[config.mk]
export PLATFORM = sky130hd
export DESIGN_NAME = farm_vehicle_detector
export DESIGN_NICKNAME = d
export VERILOG_FILES = /design/src/rtl/farm_vehicle_detector.sv
export SDC_FILE = /design/constraint.sdc
export NUM_CORES = 1
export LEC_CHECK = 0
export ABC_AREA = 1
export BUFFER_PORTS_ARGS = -buffer_cell sky130_fd_sc_hd__buf_2
export CAP_MARGIN = 10
export CORE_MARGIN = 5
export CORE_UTILIZATION = 30
export CTS_BUF_LIST = sky130_fd_sc_hd__clkbuf_2
export CTS_CLUSTER_SIZE = 24
export DETAILED_ROUTE_END_ITERATION = 10
export PLACE_DENSITY = 0.48
export SLEW_MARGIN = 20
export SYNTH_ARGS = -nofsm -noshare
export SYNTH_HDL_FRONTEND = slang
export SYNTH_SLANG_ARGS = --single-unit
[constraint.sdc]
create_clock -name clk -period 1.95 [get_ports clk]
set_clock_uncertainty 0.1 [all_clocks]
set_input_delay 0.2925 -clock clk [delete_from_list [all_inputs] [get_ports clk]]
set_output_delay 0.2925 -clock clk [all_outputs]
set_load 0.005 [all_outputs]
[src/rtl/farm_vehicle_detector.sv]
// rtl/farm_vehicle_detector.sv - farm-road loop sensor sync/debounce and vehicle request latch for the light controller
module farm_vehicle_detector #(
    parameter int DEB_CYCLES = 3,
    parameter int MAX_WAIT   = 80,
    parameter int WAIT_W     = 8,
    parameter int CNT_W      = 8
) (
    input  logic             clk,
    input  logic             rst_n,
    input  logic             sensor_raw,
    input  logic             FG,
    input  logic             FY,
    output logic             c,
    output logic             pend,
    output logic             served,
    output logic [CNT_W-1:0] veh_cnt,
    output logic             stuck
);
    localparam int DEB_W = (DEB_CYCLES > 1) ? $clog2(DEB_CYCLES) : 1;
    localparam logic [DEB_W-1:0]  DEB_LAST = DEB_W'(DEB_CYCLES - 1);
    localparam logic [WAIT_W-1:0] WAIT_MAX = WAIT_W'(MAX_WAIT);

    typedef enum logic [1:0] {IDLE, REQ, SERVE, CLEAR} state_t;

    state_t            state;
    logic              s_meta;
    logic              s_sync;
    logic              det_level;
    logic [DEB_W-1:0]  deb_cnt;
    logic [WAIT_W-1:0] wait_cnt;
    logic [WAIT_W-1:0] wait_inc;
    logic              det_rise;

    assign wait_inc = (wait_cnt == WAIT_MAX) ? wait_cnt : wait_cnt + 1'b1;
    assign det_rise = s_sync && !det_level && (deb_cnt == DEB_LAST);

    always_ff @(posedge clk) begin
        if (!rst_n) begin
            s_meta    <= 1'b0;
            s_sync    <= 1'b0;
            det_level <= 1'b0;
            deb_cnt   <= '0;
            wait_cnt  <= '0;
            veh_cnt   <= '0;
            state     <= IDLE;
            c         <= 1'b0;
            pend      <= 1'b0;
            served    <= 1'b0;
            stuck     <= 1'b0;
        end else begin
            s_meta <= sensor_raw;
            s_sync <= s_meta;

            // Symmetric filter: the level only moves after DEB_CYCLES disagreeing samples in a row.
            if (s_sync != det_level) begin
                if (deb_cnt == DEB_LAST) begin
                    det_level <= s_sync;
                    deb_cnt   <= '0;
                end else begin
                    deb_cnt <= deb_cnt + 1'b1;
                end
            end else begin
                deb_cnt <= '0;
            end

            if (det_rise && (veh_cnt != '1))
                veh_cnt <= veh_cnt + 1'b1;

            served <= 1'b0;

            case (state)
                IDLE: begin
                    if (det_level) begin
                        state <= REQ;
                        c     <= 1'b1;
                        pend  <= 1'b1;
                    end
                end
                REQ: begin
                    // FG together with FY is illegal and ignored while still waiting.
                    if (FG && !FY) begin
                        state    <= SERVE;
                        wait_cnt <= '0;
                        pend     <= 1'b0;
                        c        <= det_level;
                    end else begin
                        wait_cnt <= wait_inc;
                        if (wait_inc == WAIT_MAX)
                            stuck <= 1'b1;
                    end
                end
                SERVE: begin
                    if (FY) begin
                        state  <= CLEAR;
                        c      <= 1'b0;
                        served <= 1'b1;
                    end else begin
                        c <= det_level;
                    end
                end
                CLEAR: begin
                    if (!FY) begin
                        if (det_level) begin
                            state <= REQ;
                            c     <= 1'b1;
                            pend  <= 1'b1;
                        end else begin
                            state <= IDLE;
                        end
                    end
                end
                default: begin
                    state <= IDLE;
                    c     <= 1'b0;
                    pend  <= 1'b0;
                end
            endcase
        end
    end
endmodule

Word level (Yosys, flattened, before mapping)
Cells that the tools add are included.
{ "op_classes": {"add_sub_neg": 3, "mux": 18, "n_bitwise": 3, "reduce_logical": 15, "eq_ne": 12} }
{ "ops": {"columns": ["op", "count"], "rows": [
  ["$add 8x1->8 const B", 2],
  ["$eq 8x7->1 const B", 2],
  ["$mux 8", 2],
  ["$mux 1", 9],
  ["$mux 2", 4],
  ["$ne 2x2->1 const B", 4],
  ["$ne 8x8->1 const B", 1],
  ["$pmux 2 s4", 1],
  ["$eq 2x2->1 const B", 3],
  ["$reduce_and 2->1", 3],
  ["$reduce_and 3->1", 2],
  ["$logic_and 1x1->1", 4],
  ["$pmux 1 s4", 1],
  ["$reduce_and 4->1", 1],
  ["$not 1->1", 3],
  ["$pmux 1 s3", 1],
  ["$reduce_bool 3->1", 1],
  ["$reduce_or 3->1", 1],
  ["$add 2x1->2 const B", 1],
  ["$eq 2x1->1 const B", 1],
  ["$logic_not 1->1", 2],
  ["$logic_not 2->1", 1],
  ["$ne 1x1->1", 1]
]} }
{ "totals": {"regBits": 27, "in_bits": 5} }

Depth between registers and ports, before layout
Gate-level depths: netlist (run 1).
{ "depth": {"ltp_word": 4, "mapped_depth": 10} }

Worst setup path before layout (run 1)
Ideal clock, no wire load.
{ "synth_timing": {"path_type": "flip-flop to flip-flop", "startpoint": "register veh_cnt[0]", "endpoint": "register veh_cnt[0]", "stages_incl_launch_ff": 9, "setup_time_ps": 125, "path_slack_ps": 522, "arrival_ps": 1203, "cell_sequence": "dfxtp_1 ha_1 nand3_1 nor2_2 nand3_2 nand2_4 inv_2 o21ai_0 a21oi_1"} }
{ "synth_between": {"elab_chain_cells": 2, "elab_cells_between_ends": 3, "classes_between": "add/sub: 1; eq/ne: 1; reduce/logical: 1"} }
{ "synth_lines": {"columns": ["item", "line_no", "rtl"], "rows": [
  ["start: declaration", "16", "output logic [CNT_W-1:0] veh_cnt,"],
  ["start signal: assignment", "67", "veh_cnt <= veh_cnt + 1'b1;"],
  ["parallel branches: the longest is 2 deep, another holds $add 8x1->8", null, null]
]} }
Several ways; the timed one is not identified.
A chain may end at the register's enable or synchronous reset.

Worst setup path in the final report (run 1)
{ "layout_timing": {"startpoint": "register state[1]", "endpoint": "register pend"} }
{ "layout_between": {"elab_chain_cells": 3, "elab_cells_between_ends": 8, "classes_between": "eq/ne: 4; mux: 1; reduce/logical: 3"} }
{ "layout_lines": {"columns": ["item", "line_no", "rtl"], "rows": [
  ["start: declaration", "25", "state_t state;"],
  ["start signal: assignment", "45", "state <= IDLE;"],
  ["start signal: assignment", "74", "state <= REQ;"],
  ["start signal: assignment", "82", "state <= SERVE;"],
  ["$eq 2x1->1, or another cell as far along", "71", "case (state)"],
  ["$ne 2x2->1 (no source line) or $reduce_bool 3->1 (tied branches)", null, null],
  ["$reduce_and 3->1 (no source line)", null, null],
  ["end signal: assignment", "76", "pend <= 1'b1;"],
  ["end signal: assignment", "84", "pend <= 1'b0;"],
  ["end signal: assignment", "106", "pend <= 1'b1;"],
  ["end: declaration", "14", "output logic pend,"]
]} }
Several ways; a longest one is shown, not always the timed one.

==> results of run 1 <==
synthesized netlist by cell type:
master,n
nand2_1,49
inv_1,29
dfxtp_1,27
nor2_1,20
a21oi_1,17
nand3_1,12
ha_1,11
o21ai_0,10
nor2_2,5
nand3_2,4
inv_2,3
nand2_2,3
xor2_1,3
nor3_1,2
o21ai_1,2
a21oi_2,1
a221oi_1,1
a41oi_1,1
buf_2,1
clkbuf_1,1
clkinv_1,1
nand2_4,1
nand4_1,1
nor2_4,1
nor3_2,1
o21ai_2,1
xnor2_1,1
layer usage:
metal / track usage / vias up
li1: - / 696
met1: 0.1343 / 547
met5: 0 / -
met2: 0.1656 / 21
met3: 0.01906 / 2
met4: 0.04054 / 0
worst max-delay path: stages, from the launching register on:
cell and delay [ns]:
dfxtp_1 0.44, inv_1 0.11, ha_1 0.23, o21ai_2 0.11, nand2_1 0.13, nor2_1 0.14, nand2_1 0.06, a221oi_1 0.22
final timing paths:
check / startpoint / to
setup / recovery: state[1] / pend
hold / removal: FY / served
setup reg to reg: state[1] / pend
hold reg to reg: deb_cnt[0] / deb_cnt[0]
repair_timing:
item                                    4_1_cts  5_1_grt
endpoints found under the hold margin         1        0
endpoints found under the setup margin        0        0
hold buffers                                  1        0
gates resized for setup                       0        0
registers in the layout (all words and copies together) (netlist names):
signal     count
c              1
state          2
s_meta         1
deb_cnt        2
det_level      1
s_sync         1
veh_cnt        8
served         1
wait_cnt       8
stuck          1
pend           1
cells by family (layout without fill, tap and decap cells):
logic type                 Yosys count  in the layout  synth area share
adders and majority gates           11             11           0.09275
AOI/OAI and AO/OA                   33             33            0.1214
xor gates and xnor gates             4              4           0.02361
buffers and inverters               35             54           0.08936
and+or+nand+nor                     99             99            0.3086
DFF                                 27             27            0.3643
power groups by stage:
stage	sequential, mW	combinational, mW	clock, mW
floorplan	0.627	0.268	0
global placement	0.634	0.355	0
detailed placement	0.635	0.339	0
CTS	0.624	0.343	0.243
global route	0.631	0.397	0.273
finish	0.624	0.341	0.229
layout make-up:
| cell class | count | area, um2 |
|---|---|---|
| timing repair buffer | 17 | 90.09 |
| sequential | 27 | 540.5 |
| inverter | 33 | 123.9 |
| multi-input combinational | 147 | 810.8 |
| tap | 67 | 83.83 |
| fill | 538 | 3083 |
| clock inverter | 1 | 7.507 |
| clock buffer | 3 | 15.01 |
==> out/metrics.yaml, run 1 <==
run_status:
  status: "finished clean"
clocking:
  cts_sinks: 27
  cts_tree: "done"
  path_clk_slew_ns: 0.28
  post-cts-setup-buffers: 0
  clock_path_buffers: 2
  htree_levels: 1
  cts_root_buf: "clkbuf_2"
  worstSkewPairLatency_ns: 0.37
  numCtsBuffers: 3
yosys:
  synth-seq-cells: 27
  yosysSeqAreaShare: 0.3642
  synth_cells: 209
  yosys_warnings: 0
  synthTopCellsByArea: "dfxtp_1, nand2_1, ha_1, inv_1, a21oi_1"
  avgSynthCellArea_um2: 7.100
  ys_types: 27
  syn_nets: 225
  syn_area_um2: 1484
  yosysTopAreaCellShare: 0.3642
  yosysTopAreaCell: "dfxtp_1"
timing:
  setup_viol: 0
  fmax_mhz: 619.6
  maxSlewHeadroom: 0.6338
  drv_slew: 0
  finalHoldViolCount: 0
  period_needed_ns: 1.614
  finalSetupTns_ns: 0
  worst_slew_pin_slew_ns: 0.5486
  setup_ws_ns: 0.3360
  hold_slack_ns: 0.05741
  rsz0062_at_grt: "false"
  fin_crit_sh: 0.8277
place:
  dp_slack_ns: 0.3483
  place_area_um2: 1639
  portBuffers: 16
  hpwlAfterDp_um: 2218
  placedCellCount: 290
  place_congestion: 0.7547
critical_path:
  arrival_ns: 1.82
  r2r_setup_slack_ns: 0.34
  cp-start-kind: "register"
  crit_type: "register to register"
  required_ns: 2.15
  worstSetupEndpointType: "register"
  cp_max_fo: 5
  rr_worst_depth: 7
die:
  num_io_pins: 17
  die_w_um: 80.33
  dieArea_um2: 6453
  coreArea_um2: 4755
  initial_core_util: 0.3121
  rows: 25
  die_h_um: 80.33
finish:
  syn_to_final_growth_pct: 12.65
  drive_above_1_share: 0.1754
  fin_nets: 245
  final_common_cell: "nand2_1"
  final_cell_mix: "nand2_1, inv_1, dfxtp_1"
  fin_cells: 295
  final_util: 0.3516
  fin_area_um2: 1672
  diodes: 0
pwr:
  power_leakage_nw: 0.6979
  swShare: 0.3723
  seq_power_share: 0.523
  p_comb_frac: 0.285
  powerDensity_nw_per_um2: 714.3
  peakVddDrop_mv: 0.4559
  clkPwrFrac: 0.192
  power_mw: 1.194
  intPower_mw: 0.7495
  p_switching_mw: 0.4446
routing:
  vias: 1266
  drtPass1Iterations: 4
  top_layer_used: "met4"
  ant_nets: 0
  met2WireLength_um: 1355
  drt_iter0_drc: 92
  drt-met1-wl_um: 1466
  drc: 0
  dr_wl_met3_um: 106
  drt-vias-per-instance: 4.292
  wl_um: 2952
  post_drt_wl_per_cell_um: 10.01
global_route:
  grt_pass1_wl_um: 5292
  gr-usage-all-layers: 0.1027
  grt_pass1_vias: 1222
  antenna_found_initial: 0
  grt_overflow: 0
  grt_max_degree: 17
worst_hold_path:
  min_path_cells: 3
  hold_path_class: "input port to register"
flow_run:
  cap_violations: 0
Power figures use the tool's default switching activity.
==> inputs of run 2 (changes only) <==
--- a/config.mk
+++ b/config.mk
@@ -13,7 +13,7 @@
 export CTS_BUF_LIST = sky130_fd_sc_hd__clkbuf_2
 export CTS_CLUSTER_SIZE = 24
 export DETAILED_ROUTE_END_ITERATION = 10
-export PLACE_DENSITY = 0.48
+export PLACE_DENSITY = 0.49
 export SLEW_MARGIN = 20
 export SYNTH_ARGS = -nofsm -noshare
 export SYNTH_HDL_FRONTEND = slang
==> constraint.sdc (replaced) <==
create_clock -name clk -period 1.35 [get_ports clk]
set_clock_uncertainty 0.1 [all_clocks]
set_input_delay 0.2025 -clock clk [delete_from_list [all_inputs] [get_ports clk]]
set_output_delay 0.2025 -clock clk [all_outputs]
set_load 0.005 [all_outputs]
==> run 2 against run 1 <==
- the run now ends with negative setup slack left
- critical endpoint is now stuck
- via count rose by 19%
- hold slack improved by 0.054 ns
- largest cell class unchanged
- sequential share of layout area fell by 8.8 points
- power rose by 110%
- utilization rose by 16 points
- clock-buffer cell count did not move
==> out/metrics.yaml, run 2 (same netlist as run 1, synthesis figures left out) <==
place:
  place_area_um2: 1917
  hpwlAfterDp_um: 2627
  place_congestion: 0.7463
  portBuffers: 16
  dp_slack_ns: -0.1146
finish:
  diodes: 0
  multiInputGateArea_um2: 1039
  reg.largest.list: "veh_cnt: 8 flops, wait_cnt: 8 flops"
  final_util: 0.5134
  final_common_cell: "nand2_1"
  drive_above_1_share: 0.5305
  final_cell_mix: "nand2_1, buf_4, inv_1, buf_6, a21oi_1"
  syn_to_final_growth_pct: 64.50
  fin_nets: 296
  fin_area_um2: 2441
  fillCellCount: 484
  seq_area_um2: 575.6
timing:
  finalHoldViolCount: 0
  setup_viol: 17
  rsz0062_at_grt: "true"
  setup_ws_ns: -0.1106
  fin_crit_sh: 1.082
  maxSlewHeadroom: 0.8201
  fmax_mhz: 684.7
  period_needed_ns: 1.461
  drv_slew: 0
  worst_slew_pin_slew_ns: 0.2699
global_route:
  gr-usage-all-layers: 0.1214
  grt_max_degree: 17
  grt_overflow: 0
  grt_pass1_wl_um: 6210
  antenna_found_initial: 0
  grt_pass1_vias: 1423
pwr:
  powerDensity_nw_per_um2: 1012
  peakVddDrop_mv: 0.8727
  power_leakage_nw: 1.018
routing:
  ant_nets: 0
  drt_iter0_drc: 64
  drtPass1Iterations: 4
  post_drt_wl_per_cell_um: 10.96
  wl_um: 3792
  drc: 0
  drt-vias-per-instance: 4.367
  vias: 1511
critical_path:
  crit_type: "register to register"
  slowest_delay_ns: 0.43
  required_ns: 1.58
  critical_path.cell_chain: "inv_2 -> ha_4 -> nand2_1 -> nor2_2 -> nand2_2 -> nand2_2 -> nand3_1 -> nor2_2 -> nand3_2 -> a21oi_2"
  cp_top_family: "simple AND/OR/NAND/NOR gates"
  crit_buf_inv: 1
  arrival_ns: 1.69
  slowest_stage: "dfxtp_4"
  cp-start-kind: "register"
  worstSetupEndpointType: "register"
  cp_max_fo: 4
die:
  die_h_um: 80.33
  num_io_pins: 17
  rows: 25
  die_w_um: 80.33
  initial_core_util: 0.3121
  dieArea_um2: 6453
  coreArea_um2: 4755
clocking:
  cts_root_buf: "clkbuf_2"
  cts_tree: "done"
  numCtsBuffers: 3
  path_clk_slew_ns: 0.27
  clock_path_buffers: 2
  worstSkewPairLatency_ns: 0.36
  cts_sinks: 27
  htree_levels: 1
run_status:
  violations: "negative setup slack"
  status: "complete, but fails checks"
flow_run:
  cap_violations: 0
worst_hold_path:
  hold_path_class: "input port to register"
run 2: cell count changes in the layout (fill, tap and decap cells not counted), sizes merged:
cell and change:
dlygate4sd3 +1, clkinvlp +2, clkinv -1, inv -1, buf +50
run 2: final timing paths:
path / cells after the start / endpoint / slack (ns) / from
max reg2reg: 10 / stuck / -0.11 / wait_cnt[0]
min reg2reg: 1 / deb_cnt[0] / 0.33 / deb_cnt[0]
max: 10 / stuck / -0.11 / wait_cnt[0]
min: 4 / state[1] / 0.11 / rst_n
run 2: layout make-up:
| type | count | share of cell area |
|---|---|---|
| clock buffer | 3 | 0.006151 |
| clock inverter | 1 | 0.003075 |
| inverter | 33 | 0.05792 |
| multi-input combinational | 147 | 0.4254 |
| sequential | 27 | 0.2358 |
| tap | 67 | 0.03434 |
| timing repair buffer | 68 | 0.2373 |
run 2: power by group:
part	internal [mW]	switching, mW
Combinational	0.625	0.599
Clock	0.0686	0.256
Sequential	0.855	0.0670
run 2: worst reg2reg max path, delay by kind of cell (launching register included):
family                   cells  cell delay, ns
flip-flops                   1            0.43
adder cells (fa/ha/maj)      1            0.12
buffers and inverters        1            0.08
AO/OA/AOI/OAI                1            0.11
AND/OR/NAND/NOR              7            0.59
run 2: repair_timing:
| action | in CTS | in global routing |
|---|---|---|
| endpoints found under the hold margin | 2 | 0 |
| pin swaps | 15 | 18 |
| setup endpoints to repair | 23 | 28 |
| gates resized for setup | 47 | 61 |
| hold buffers | 2 | 0 |
| buffers inserted | 8 | 10 |
run 2: metrics by stage:
stage / power [mW] / cells / hold WS (ns) / setup TNS [ns]
after floorplan: 1.304 / 209 / 0.2001 / 0
after global placement: 1.703 / 324 / 0.2850 / -0.4196
after detailed placement: 1.704 / 324 / 0.2902 / -0.4518
after CTS: 2.234 / 337 / 0.06668 / -0.6018
after global routing: 2.663 / 346 / 0.06240 / -2.575
final: 2.471 / 346 / 0.1109 / -0.6374
run 2: metal layers:
metal	part of all wire	track usage	vias to the layer above
li1	-	-	805
met5	0	0	-
met4	0.016	0.04730	0
met3	0.036	0.02242	6
met2	0.47	0.1962	25
met1	0.47	0.1588	675
